==> config.mk <==
export PLATFORM = sky130hd
export DESIGN_NAME = aclk_controller
export DESIGN_NICKNAME = d
export VERILOG_FILES = /design/src/rtl/aclk_controller.sv
export SDC_FILE = /design/constraint.sdc
export NUM_CORES = 1
export LEC_CHECK = 0
export ABC_AREA = 1
export CELL_PAD_IN_SITES_DETAIL_PLACEMENT = 0
export CELL_PAD_IN_SITES_GLOBAL_PLACEMENT = 1
export CORE_MARGIN = 2
export CORE_UTILIZATION = 40
export CTS_CLUSTER_SIZE = 25
export DETAILED_ROUTE_END_ITERATION = 8
export GPL_ROUTABILITY_DRIVEN = 0
export PLACE_DENSITY = 0.9
export SLEW_MARGIN = 30
export SYNTH_ARGS = -nofsm -noshare
export SYNTH_HDL_FRONTEND = slang
export SYNTH_SLANG_ARGS = --single-unit
==> constraint.sdc <==
create_clock -name clk -period 5.7 [get_ports clk]
set_clock_uncertainty 0.15 [all_clocks]
set_input_delay 1.14 -clock clk [delete_from_list [all_inputs] [get_ports clk]]
set_output_delay 1.14 -clock clk [all_outputs]
set_load 0.05 [all_outputs]
==> src/rtl/aclk_controller.sv <==
// aclk_controller: keypad/button sequencer for the alarm clock.
// It collects up to four BCD digits into a staging register.
// It strobes the counter or the alarm register to load those digits.
// It selects what the display shows.
// It abandons an idle entry after TIMEOUT_S one-second ticks.
module aclk_controller #(
  parameter int unsigned TIMEOUT_S = 10
) (
  input  logic       clk,
  input  logic       reset,
  input  logic       one_second,
  input  logic [3:0] key,
  input  logic       alarm_button,
  input  logic       time_button,
  output logic [3:0] new_time_ms_hr,
  output logic [3:0] new_time_ls_hr,
  output logic [3:0] new_time_ms_min,
  output logic [3:0] new_time_ls_min,
  output logic       load_new_c,
  output logic       load_new_a,
  output logic       show_new_time,
  output logic       show_alarm,
  output logic       shift,
  output logic       entry_error
);

  typedef enum logic [2:0] {
    S_SHOW_TIME,
    S_KEY_STORED,
    S_KEY_WAITED,
    S_KEY_ENTRY,
    S_SHOW_ALARM,
    S_SET_ALARM_TIME,
    S_SET_CURRENT_TIME,
    S_ERROR
  } state_t;

  localparam logic [3:0] TIMEOUT_LAST = 4'(TIMEOUT_S - 1);

  state_t     r_state;
  state_t     w_next_state;
  logic [3:0] r_tcnt;
  logic [3:0] r_key_hold;
  logic [3:0] r_ms_hr, r_ls_hr, r_ms_min, r_ls_min;
  logic       r_load_c, r_load_a, r_show_new, r_show_alarm, r_shift, r_entry_error;

  logic w_is_digit;
  logic w_timeout;
  logic w_valid;

  assign w_is_digit = (key <= 4'd9);
  assign w_timeout  = one_second && (r_tcnt == TIMEOUT_LAST);

  // The staging digits are a valid 24-hour time (00:00 .. 23:59).
  assign w_valid = (r_ms_hr <= 4'd2) &&
                   ((r_ms_hr == 4'd2) ? (r_ls_hr <= 4'd3) : (r_ls_hr <= 4'd9)) &&
                   (r_ms_min <= 4'd5) && (r_ls_min <= 4'd9);

  // Next-state logic.
  // The staging value is validated on the button edge out of KEY_ENTRY.
  // It cannot change between KEY_ENTRY and the following state.
  // A bad value therefore goes straight to ERROR.
  // That keeps the load/error pulse exactly one cycle after the button.
  always_comb begin
    // NOTE: default assignment first so no path leaves the signal unassigned (no latch).
    w_next_state = r_state;
    case (r_state)
      S_SHOW_TIME: begin
        if (alarm_button)    w_next_state = S_SHOW_ALARM;
        else if (w_is_digit) w_next_state = S_KEY_STORED;
      end
      S_KEY_STORED: w_next_state = S_KEY_WAITED;
      S_KEY_WAITED: begin
        if (!w_is_digit)    w_next_state = S_KEY_ENTRY;
        else if (w_timeout) w_next_state = S_SHOW_TIME;
      end
      S_KEY_ENTRY: begin
        if (alarm_button)     w_next_state = w_valid ? S_SET_ALARM_TIME : S_ERROR;
        else if (time_button) w_next_state = w_valid ? S_SET_CURRENT_TIME : S_ERROR;
        else if (w_is_digit)  w_next_state = S_KEY_STORED;
        else if (w_timeout)   w_next_state = S_SHOW_TIME;
      end
      S_SHOW_ALARM:       if (!alarm_button) w_next_state = S_SHOW_TIME;
      S_SET_ALARM_TIME:   w_next_state = S_SHOW_TIME;
      S_SET_CURRENT_TIME: w_next_state = S_SHOW_TIME;
      S_ERROR:            w_next_state = S_SHOW_TIME;
      default:            w_next_state = S_SHOW_TIME;
    endcase
  end

  // State register with outputs registered from the next state.
  // Each output is therefore a clean flop that tracks the state one-for-one.
  always_ff @(posedge clk) begin
    if (reset) begin
      r_state       <= S_SHOW_TIME;
      r_load_c      <= 1'b0;
      r_load_a      <= 1'b0;
      r_show_new    <= 1'b0;
      r_show_alarm  <= 1'b0;
      r_shift       <= 1'b0;
      r_entry_error <= 1'b0;
    end else begin
      // NOTE: non-blocking assignments so every flop samples pre-edge values.
      r_state       <= w_next_state;
      r_load_c      <= (w_next_state == S_SET_CURRENT_TIME);
      r_load_a      <= (w_next_state == S_SET_ALARM_TIME);
      r_show_new    <= (w_next_state inside {S_KEY_STORED, S_KEY_WAITED, S_KEY_ENTRY,
                                             S_SET_ALARM_TIME, S_SET_CURRENT_TIME, S_ERROR});
      r_show_alarm  <= (w_next_state == S_SHOW_ALARM);
      r_shift       <= (w_next_state == S_KEY_STORED);
      r_entry_error <= (w_next_state == S_ERROR);
    end
  end

  // Idle timeout counter.
  // It restarts on every state change and counts seconds while waiting for input.
  always_ff @(posedge clk) begin
    if (reset) begin
      r_tcnt <= 4'd0;
    end else if (w_next_state != r_state) begin
      r_tcnt <= 4'd0;
    end else if (one_second && (r_state == S_KEY_WAITED || r_state == S_KEY_ENTRY)) begin
      r_tcnt <= r_tcnt + 4'd1;
    end
  end

  // Staging register and key hold.
  // A fresh entry clears the staging digits.
  // Each stored key shifts in from the right, and the oldest digit drops out.
  always_ff @(posedge clk) begin
    if (reset) begin
      r_key_hold <= 4'd0;
      r_ms_hr    <= 4'd0;
      r_ls_hr    <= 4'd0;
      r_ms_min   <= 4'd0;
      r_ls_min   <= 4'd0;
    end else begin
      case (r_state)
        S_SHOW_TIME: begin
          if (w_next_state == S_KEY_STORED) begin
            r_key_hold <= key;
            r_ms_hr    <= 4'd0;
            r_ls_hr    <= 4'd0;
            r_ms_min   <= 4'd0;
            r_ls_min   <= 4'd0;
          end
        end
        S_KEY_ENTRY: begin
          if (w_next_state == S_KEY_STORED) r_key_hold <= key;
        end
        S_KEY_STORED: begin
          r_ms_hr  <= r_ls_hr;
          r_ls_hr  <= r_ms_min;
          r_ms_min <= r_ls_min;
          r_ls_min <= r_key_hold;
        end
        default: ;
      endcase
    end
  end

  assign new_time_ms_hr  = r_ms_hr;
  assign new_time_ls_hr  = r_ls_hr;
  assign new_time_ms_min = r_ms_min;
  assign new_time_ls_min = r_ls_min;
  assign load_new_c      = r_load_c;
  assign load_new_a      = r_load_a;
  assign show_new_time   = r_show_new;
  assign show_alarm      = r_show_alarm;
  assign shift           = r_shift;
  assign entry_error     = r_entry_error;

endmodule

# Yosys cells after proc, flatten, opt, wreduce, memory -nomap -nowiden

Cells that the tools add are included.

Add/subtract/negate cells: 1
Magnitude comparators: 6
Eq/ne operators: 18
Multiplexer cells: 17
Reductions and logical operators: 14

Operators by type and width:

| operator            | count |
|---|---|
| $pmux 4 s2          | 4 |
| $eq 3x3->1 const B  | 8 |
| $mux 3              | 8 |
| $pmux 3 s6          | 1 |
| $eq 3x2->1 const B  | 4 |
| $le 4x4->1 const B  | 3 |
| $le 4x2->1 const B  | 2 |
| $eq 3x1->1 const B  | 2 |
| $reduce_bool 6->1   | 1 |
| $logic_and 1x1->1   | 5 |
| $add 4x1->4 const B | 1 |
| $eq 4x2->1 const B  | 1 |
| $eq 4x4->1 const B  | 1 |
| $le 4x3->1 const B  | 1 |
| $mux 4              | 1 |
| $reduce_and 2->1    | 2 |
| $reduce_or 2->1     | 2 |
| $logic_not 3->1     | 1 |
| $ne 3x3->1          | 1 |
| $reduce_or 3->1     | 1 |
| $mux 1              | 2 |
| $mux 2              | 1 |
| $ne 2x2->1 const B  | 1 |
| $reduce_bool 2->1   | 1 |
| $logic_or 1x1->1    | 1 |

Register bits: 33
Input port bits: 9
Output and inout port bits: 22
Logic and storage cells: 69

# Longest topological paths before layout

Depth after elaboration: 12
Gate-level depth with buffers: 17
Gate-level depth less buffers: 17

# Worst setup path before layout

Ideal clock, no wire load.

Path type: input to register
Start: input port key[1]
End: register r_ls_hr[3], in the netlist new_time_ls_hr[3]
Library setup time: 138 ps
Arrival: 2176 ps
Required time: 5412 ps
Path slack: 3237 ps
Stages on the path: 9
Path buffers: 1
Path through: o21ai_0 > a21oi_1 > nor2_1 > nand2_2 > nor2_2 > nand4_4 > buf_12 > nand3_2 > a21oi_2

Cells in the longest elaborated chain, start to end: 8
Elaborated cells between the ends (all ways): 11
Classes of those cells: order compare (1); eq/ne (2); mux (7); reduce/logical (1)

RTL lines:

| what                                | RTL line | RTL |
|---|---|---|
| from (decl)                         | 12       | `input logic [3:0] key,` |
| $le 4x4->1 *                        | 51       | `assign w_is_digit = (key <= 4'd9);` |
| $mux 3                              | 80       | `else if (w_is_digit) w_next_state = S_KEY_STORED;` |
| $mux 3                              | 79       | `else if (time_button) w_next_state = w_valid ? S_SET_CURRENT_TIME : S_ERROR;` |
| $mux 3                              | 78       | `if (alarm_button) w_next_state = w_valid ? S_SET_ALARM_TIME : S_ERROR;` |
| $pmux 3 s6 *                        | 67       | `case (r_state)` |
| $eq 3x1->1 *                        | 140      | `if (w_next_state == S_KEY_STORED) begin` |
| $ne 2x2->1 (no source line) *       | n/a      |  |
| $reduce_and 2->1 (no source line) * | n/a      |  |
| to (signal assigned)                | 153      | `r_ls_hr <= r_ms_min;` |
| to (decl)                           | 44       | `logic [3:0] r_ms_hr, r_ls_hr, r_ms_min, r_ls_min;` |

Mark *: on every way between the ends. The rest lies on a longest branch, timed or not.
A chain may end at the register's enable or synchronous reset.

# Worst setup path after layout

Start: input port key[1]
End: register r_key_hold[3]

Cells in the longest elaborated chain, start to end: 7
Elaborated cells between the ends (all ways): 10
Classes of those cells: order compare (1); eq/ne (1); mux (7); reduce/logical (1)

RTL lines:

| what                                | RTL line | RTL |
|---|---|---|
| $le 4x4->1 *                        | 51       |  |
| $mux 3                              | 80       |  |
| $mux 3                              | 79       |  |
| $mux 3                              | 78       |  |
| $pmux 3 s6 *                        | 67       |  |
| $eq 3x1->1 *                        | 140, 149 |  |
| $reduce_and 2->1 (no source line) * | n/a      |  |
| to (signal assigned)                | 141      | `r_key_hold <= key;` |
| to (signal assigned)                | 149      | `if (w_next_state == S_KEY_STORED) r_key_hold <= key;` |
| to (decl)                           | 43       | `logic [3:0] r_key_hold;` |

Marks and branches as above.

==> impl_metrics.json <==
{
  "core_sq_um": 3716,
  "powerDensity_nw_per_um2": 324.9,
  "ys_types": 25,
  "tns_ns": 0,
  "vias": 1333,
  "num-fill-cells": 376,
  "tightest_slew_ns": 0.7122,
  "rsz0062_at_grt": "false",
  "cp_max_fo": 6,
  "cts_tree": "yes",
  "drt_iter0_markers": 97,
  "synth_common_cells": "41 x nand2_1, 33 x dfxtp_1, 33 x nor2_1, 18 x inv_1, 13 x nand3_1",
  "grt_pass1_vias": 1167,
  "setup_viol": 0,
  "worst_skew_pair.late_latency_ns": 0.28,
  "drtAntennaViolNets": 0,
  "dp.final_hpwl_um": 2227,
  "hold_path_class": "flop to flop",
  "holdWs_ns": 0.3245,
  "grt_max_degree": 25,
  "io_pins": 31,
  "syn-num-nets": 215,
  "clock_path_buffers": 2,
  "grt_pass1_wl_um": 5278,
  "synth_top_area_frac": 0.4184,
  "yosysMostFrequentCell": "nand2_1",
  "ff_latch_area_sq_um": 660.6,
  "grt_usage": 0.1578,
  "required_ns": 5.72,
  "start_kind": "primary input",
  "status": "completed",
  "finalHoldViolCount": 0,
  "min_period_over_period": 0.5029,
  "synth_edf_count": 0,
  "setup.worst_path.class": "primary input to flop",
  "synth_ff_type": "dfxtp_1",
  "cts_root_buffer": "clkbuf_8",
  "routed_wl_um": 3016,
  "grt_overflow": 0,
  "syn-cell-area_sq_um": 1579,
  "first_pass_iters": 4,
  "synth_top_area_cell": "dfxtp_1",
  "async_reset_ff_frac": 0,
  "period_needed_ns": 2.866,
  "initial_core_util": 0.4249,
  "dieArea_sq_um": 4466,
  "drt-wirelength-per-cell_um": 10.62,
  "nNetsFinal": 246,
  "numCtsBuffers": 5,
  "p_leak_uw": 0.0007368,
  "ys_ff_latch": 33,
  "multi_input_comb_area_sq_um": 798.3,
  "yosys_warnings": 0,
  "seq_area_frac_synth": 0.4184,
  "drc": 0,
  "rows": 22,
  "htreeDepth": 2,
  "synthesis.instances": 204,
  "drive_gt1_frac": 0.1737,
  "ir_worst_vdd_uv": 125.5,
  "syn2layout_area_growth_pct": 27.26,
  "via_per_inst": 4.694,
  "post_cts_resize_count": 0,
  "slew_headroom": 0.5237,
  "diodes": 0,
  "fmax_mhz": 348.9,
  "path_clk_slew_ns": 0.06,
  "finalPower_uw": 653.0,
  "cap_violations": 0,
  "drv_slew": 0,
  "arrival_ns": 2.89,
  "end_kind": "flop",
  "yosys-top-cells-area": "dfxtp_1 42%, nand2_1 9.7%, nor2_1 7.8%",
  "antenna_found_initial": 0,
  "io_buffers": 30,
  "die_x_um": 66.83,
  "post-cts-setup-buffers": 0,
  "hold_buffers": 0,
  "die_y_um": 66.83,
  "clock_sinks": 33,
  "syn_avg_cell_area_sq_um": 7.740
}
[layer usage]
| metal | global-route usage | share of wire |
|---|---|---|
| met2 | 0.2338 | 0.43 |
| met3 | 0.05236 | 0.077 |
| met5 | 0 | 0 |
| met4 | 0.06122 | 0.015 |
| met1 | 0.2109 | 0.47 |
[critical path: stages]
cell             delay [ns]
clkdlybuf4s50_1        0.46
o21ai_0                0.27
nor2_1                 0.09
nor2_1                 0.10
nor2_1                 0.04
nand2_1                0.06
nand2_1                0.06
nand2_2                0.10
nand2_2                0.11
inv_2                  0.10
nand2_2                0.10
o21ai_0                0.21
nor2_1                 0.06
[state kept, by name, summed over array words and instances (netlist names)]
register and count:
shift 1, r_tcnt 4, new_time_ms_min 4, new_time_ls_min 4, entry_error 1, show_alarm 1
show_new_time 1, load_new_c 1, r_key_hold 4, r_state 3, load_new_a 1, new_time_ls_hr 4
new_time_ms_hr 4
[through the flow]
step	util	instance area, sq um	setup WS (ns)	std cells
2_1_floorplan	-	1579	3.237	204
3_3_place_gp	0.5108	1898	2.504	276
3_5_place_dp	0.5094	1893	2.510	276
4_1_cts	0.5407	2009	2.797	284
5_1_grt	0.5407	2009	2.610	284
6_report	0.5407	2009	2.834	284
[cells in the final DEF (no fill, tap or decap)]
cell type        synthesis  final
nand4_4                  1      1
clkdlybuf4s50_1          0     29
nand2_2                  4      4
dfxtp_1                 33     33
nand3_1                 13     13
nand4_1                  2      2
xor2_1                   3      3
nor2_4                   1      1
nand2_1                 41     41
nand3_2                 10     10
nor3_4                   1      1
ha_1                     2      2
a21oi_2                 10     10
bufinv_16                0      1
o21ai_0                  7      7
a21oi_1                 11     11
clkbuf_1                 2      1
xnor2_1                  1      1
o21ai_1                  1      1
buf_2                    2      1
inv_1                   18     18
nor3_2                   2      2
nor2_1                  33     33
inv_2                    3      3
clkbuf_8                 0      6
nor2_2                   1      1
[cell families after synthesis]
kind of cell / after synthesis / synth area share
compound gates: 29 / 0.1157
flops: 33 / 0.4184
simple gates: 109 / 0.3518
buf+inv: 27 / 0.07607
xor+xnor: 4 / 0.02219
fa+ha+maj: 2 / 0.01585
[worst paths after layout]
check,startpoint,endpoint,depth (start not counted),slack (ns)
worst max register to register,r_state[0],new_time_ms_min[0],5,3.51
worst min-delay path,r_key_hold[3],new_time_ls_min[3],2,0.32
worst max-delay path,key[1],r_key_hold[3],13,2.83
worst min register to register,r_key_hold[3],new_time_ls_min[3],2,0.32
[report_power, final]
group          internal [uW]  switching [uW]  leakage, uW
logic                   49.2             117     0.000410
registers                249            13.9     0.000268
clock network            142            81.3    0.0000585
total                    441             212     0.000737
[cell type report]
| class | instances | share of cell area |
|---|---|---|
| inverter | 21 | 0.03923 |
| timing repair buffer | 30 | 0.1469 |
| tap | 48 | 0.02989 |
| clock inverter | 1 | 0.01494 |
| sequential | 33 | 0.3288 |
| multi-input combinational | 144 | 0.3973 |
| clock buffer | 7 | 0.04296 |
Note: power is estimated with default switching activity, not from simulation.
